<file path="src/rtl/frame_stream_checker.sv">
// Raster-order checker with per-lane additive checksums and a clean-frame counter.
// Optional watchdog enabled by defining FRAME_TIMEOUT_EN.

module fsc_lane #(
    parameter int DATA_WIDTH = 16
) (
    input  logic                  clk,
    input  logic                  rst,
    input  logic                  clear,
    input  logic                  load,
    input  logic                  add,
    input  logic                  done,
    input  logic [DATA_WIDTH-1:0] data,
    output logic [31:0]           checksum
);
    logic [31:0] acc;
    logic [31:0] sum_n;

    // The closing beat's data is part of the frame, so publish the post-add sum.
    assign sum_n = load ? 32'(data) : acc + 32'(data);

    always_ff @(posedge clk or posedge rst) begin
        if (rst) begin
            acc      <= '0;
            checksum <= '0;
        end else if (clear) begin
            acc      <= '0;
            checksum <= '0;
        end else begin
            if (load || add) acc <= sum_n;
            if (done) checksum <= sum_n;
        end
    end
endmodule

</file>
<file path="config.mk">
export PLATFORM = sky130hd
export DESIGN_NAME = fsc_lane
export DESIGN_NICKNAME = d
export VERILOG_FILES = /design/src/rtl/frame_stream_checker.sv
export SDC_FILE = /design/constraint.sdc
export NUM_CORES = 1
export LEC_CHECK = 0
export CAP_MARGIN = 10
export CORE_MARGIN = 3
export CORE_UTILIZATION = 30
export DETAILED_ROUTE_END_ITERATION = 12
export HOLD_SLACK_MARGIN = 0.08
export SKIP_CTS_REPAIR_TIMING = 1
export SLEW_MARGIN = 5
export SYNTH_ARGS = -nofsm -noshare
export SYNTH_HDL_FRONTEND = slang
export SYNTH_SLANG_ARGS = --single-unit
</file>
<file path="constraint.sdc">
create_clock -name clk -period 5.95 [get_ports clk]
set_clock_uncertainty 0.05 [all_clocks]
set_input_delay 0.8925 -clock clk [delete_from_list [all_inputs] [get_ports clk]]
set_output_delay 0.8925 -clock clk [all_outputs]
set_load 0.05 [all_outputs]
</file>
**After elaboration in Yosys (flattened, before gate mapping)**

Cells that the tools add are included.

- Output and inout port bits: 32
- Logic and storage cells: 11
- Flip-flop bits (word level): 64
- Input port bits: 22

- $add $sub $neg: 1
- Muxes and demuxes: 5
- Reduce and logical (&&, ||, !) cells: 3

Operators by type and width:

| operator | number |
|---|---|
| 2-to-1 mux 32 bit | 5 |
| adder 32 x 16 -> 32 bit | 1 |
| nonzero test 2 bit | 2 |
| logical OR 1 bit | 1 |

**Depth between registers and ports, before layout**

- Word-level depth: 4
- Depth in mapped cells: 10
- Gate-level depth less buffers: 9

**Worst setup path before layout**

Ideal clock, no wire load.

- Path type: input to register
- From: input port data[0]
- To: register checksum[26]
- Required time: 5.769 ns
- Arrival time: 2.885 ns
- Stages on the path: 10
- Path slack: 2.884 ns
- Buffers on the path: 1
- Setup time: 0.131 ns
- Path through: ha_1 fa_1 a21o_1 a221oi_2 o21ai_2 and4_1 buf_4 o2111ai_1 xor2_1 o21ai_0

- Word-level cells in the longest chain between the ends: 4

RTL lines:

| item | line | source |
|---|---|---|
| start: declaration | 13 | `input logic [DATA_WIDTH-1:0] data,` |
| adder 32 x 16 -> 32 bit | 20 | `assign sum_n = load ? 32'(data) : acc + 32'(data);` |
| 2-to-1 mux 32 bit | 20 |  |
| 2-to-1 mux 32 bit | 31 | `if (done) checksum <= sum_n;` |
| 2-to-1 mux 32 bit | 26 | `end else if (clear) begin` |
| end signal: assignment | 31 |  |
| end: declaration | 14 | `output logic [31:0] checksum` |

Every way passes these cells. The select of a mux whose other input is x is not followed.
A chain may end at the register's enable or synchronous reset.

**Worst setup path in the final report**

Same ends and word-level chain as after synthesis.

==> flow_summary_export.csv <==
group,metric,value,unit
route,num_vias,3357,
route,ant_nets,0,
power,cellPowerDensity,257.0,nW/um^2
critical_path,path_max_fanout,6,
flow_run,maxCapViolations,0,
clock_network,cts.path.max_buffers,2,
finish,final_common_cell,"dfrtp_1",
die,core_area,12930,sq um
min_path,hold_end,"checksum[20]",
finish,n_fill_cell,1314,
finish,nets,517,
finish,syn2layout_area_growth,22.81,%
die,dieHeight,122.3,um
logic_synthesis,synth-edff-count,0,
clock_network,cts_tree,"built",
grt,grt.total_usage,14.56,%
logic_synthesis,synth_seq_area_share,39.46,%
placement,gp_congestion,0.8605,
critical_path,regToRegSetupSlack,3140,ps
clock_network,clockRootBuffer,"clkbuf_16",
critical_path,crit_chain,"clkdlybuf4s50_1 -> ha_1 -> fa_1 -> a21o_1 -> a221oi_2 -> o21ai_2 -> and4_1 -> o2111ai_1 -> xor2_1 -> o21ai_0",
finish,layout_common_cells,"dfrtp_1, nand2_1, clkdlybuf4s50_1",
sta,fin_ws,2451,ps
critical_path,critPathSlowestCell,"clkdlybuf4s50_1",
grt,grt_overflow,0,
route,drt-initial-drc-count,228,
placement,place_hpwl,7.397,mm
grt,grt_pass1_vias,3240,
critical_path,critPathKind,"input pin to register",
die,initial_core_util,31.40,%
route,post-route-drc-count,0,
die,ios,54,
critical_path,cp_top_family,"compound AO/OA/AOI/OAI gates",
sta,fmax,285.8,MHz
logic_synthesis,netlist_area,4059,sq um
finish,multi_input_area,2303,sq um
sta,max_slew_margin,29.86,%
min_path,whs_path_depth,2,
clock_network,cts_buffers,9,
route,wl,10.46,mm
power,vdd_drop_max,0.1424,mV
critical_path,arrival,3630,ps
critical_path,r2r_end,"checksum[26]",
route,wl_per_cell,16.00,um
critical_path,startpoint_type,"input pin",
logic_synthesis,ys_types,62,
finish,design_area,4985,sq um
logic_synthesis,syn_inst,434,
logic_synthesis,synth_fp_nets,473,
die,num_rows,41,
sta,drv_slew,0,
min_path,hold_path.class,"register to register",
die,die-area,14960,sq um
placement,placedInstanceArea,4711,sq um
clock_network,clkLatencyLatePin,330,ps
power,cellLeakagePower,0.002007,uW
logic_synthesis,yosys_register_bits,64,
sta,finalCriticalPeriod,3499,ps
placement,place.port_buffers,53,
route,detail_route.vias_per_cell,5.133,
finish,seq_area,1602,sq um
critical_path,r2r_start,"acc[0]",
sta,hold_viol_final,0,
logic_synthesis,synth-async-reset-ratio,100.0,%
logic_synthesis,avgSynthCellArea,9.352,sq um
logic_synthesis,ys_warn_count,0,
logic_synthesis,synthFlopType,"dfrtp_1",
sta,setup_tns,0,ps
route,drt_pass1_iterations,4,
clock_network,h-tree-depth,3,
grt,grt_max_degree,65,
finish,final_layout_size_suffix_gt1_share,10.58,%
status,status,"completed",
critical_path,cp-end-kind,"register",
grt,grt_pass1_wl,17.20,mm
clock_network,path_clk_slew,50,ps
finish,antenna_cells,0,
critical_path,crit_required,6080,ps
critical_path,reg2reg_depth,9,
sta,worst_pin_slew,1052,ps
sta,setup_violations,0,
critical_path,max_stage_delay,460,ps
sta,post-route-period-util,58.81,%
die,die_w,122.3,um
critical_path,crit_buf_inv,1,
grt,grt_antenna_before_repair,0,
placement,place_ws,2140,ps
sta,rsz0062_at_grt,"no",
clock_network,cts_sinks,64,
min_path,holdCritStartpoint,"checksum[20]",
==> layout make-up <==
type | instances | share of cell area, %
timing repair buffer | 57 | 11.24
tap | 172 | 4.317
clock buffer | 12 | 5.146
sequential | 64 | 32.13
multi-input combinational | 338 | 46.21
clock inverter | 3 | 0.3514
inverter | 8 | 0.6024
==> Yosys cell counts, drive strengths merged (4+ instances only) <==
cell type | n | area (sq um)
a21oi | 31 | 158.9
buf | 8 | 61.30
dfrtp | 64 | 1602
a2111oi | 4 | 91.34
clkbuf | 15 | 56.30
nand3 | 11 | 55.05
or3 | 4 | 25.02
o31ai | 4 | 30.03
ha | 16 | 200.2
xnor2 | 22 | 192.7
mux2i | 5 | 50.05
and3 | 8 | 50.05
inv | 7 | 26.28
a21o | 6 | 46.30
o21ai | 31 | 162.7
a31oi | 7 | 43.79
nor2 | 41 | 156.4
mux2 | 10 | 112.6
xor2 | 17 | 148.9
o21a | 4 | 30.03
o211ai | 4 | 30.03
a211oi | 11 | 102.6
nand2 | 57 | 214.0
==> sequential cells by signal, summed over array words and instances (netlist names) <==
name      count
checksum     32
acc          32
==> per-layer routing <==
metal	GRT usage [%]	vias to the layer above	wire length, um
li1	-	1655	-
met1	20.66	1619	5007
met2	22.19	71	4692
met3	2.673	12	593
met4	5.248	0	170
met5	0	-	0
==> per-stage QoR <==
stage               power (uW)  std cells  hold WS, ps  utilization [%]
floorplan                707.3        434        402.6                -
global placement         792.6        639        418.3            36.44
detailed placement       797.1        639        420.8            36.44
CTS                       1298        654        432.9            38.56
global route              1344        654        446.6            38.56
finish                    1281        654        423.9            38.56
==> worst min-delay path: cells and delay by family (launching register included) <==
family	cells	cell delay, ps
DFF	1	340
AOI/OAI and AO/OA	1	60
and+or+nand+nor	1	40
==> worst max path at each step <==
stage | startpoint | cells past startpoint | end | slack (ps)
floorplan | data[0] | 10 | checksum[26] | 2880
global placement | data[0] | 10 | checksum[26] | 2250
detailed placement | data[0] | 10 | checksum[26] | 2140
CTS | data[0] | 10 | checksum[26] | 2480
global route | data[0] | 10 | checksum[26] | 2250
finish | data[0] | 10 | checksum[26] | 2450
==> power by group <==
part | switching [uW] | internal, uW
clock | 190 | 301
combinational | 196 | 120
sequential | 14.3 | 460
total | 400 | 880
==> cell families after synthesis <==
kind of cell / count (synthesis) / synth area share (%)
multiplexers: 15 / 4.007
AND/OR/NAND/NOR: 141 / 15.69
AO/OA/AOI/OAI: 126 / 23.15
buffers and inverters: 32 / 3.853
adder cells (fa/ha/maj): 17 / 5.425
XOR/XNOR: 39 / 8.415
flip-flops: 64 / 39.46
Note: power is estimated with default switching activity, not from simulation.
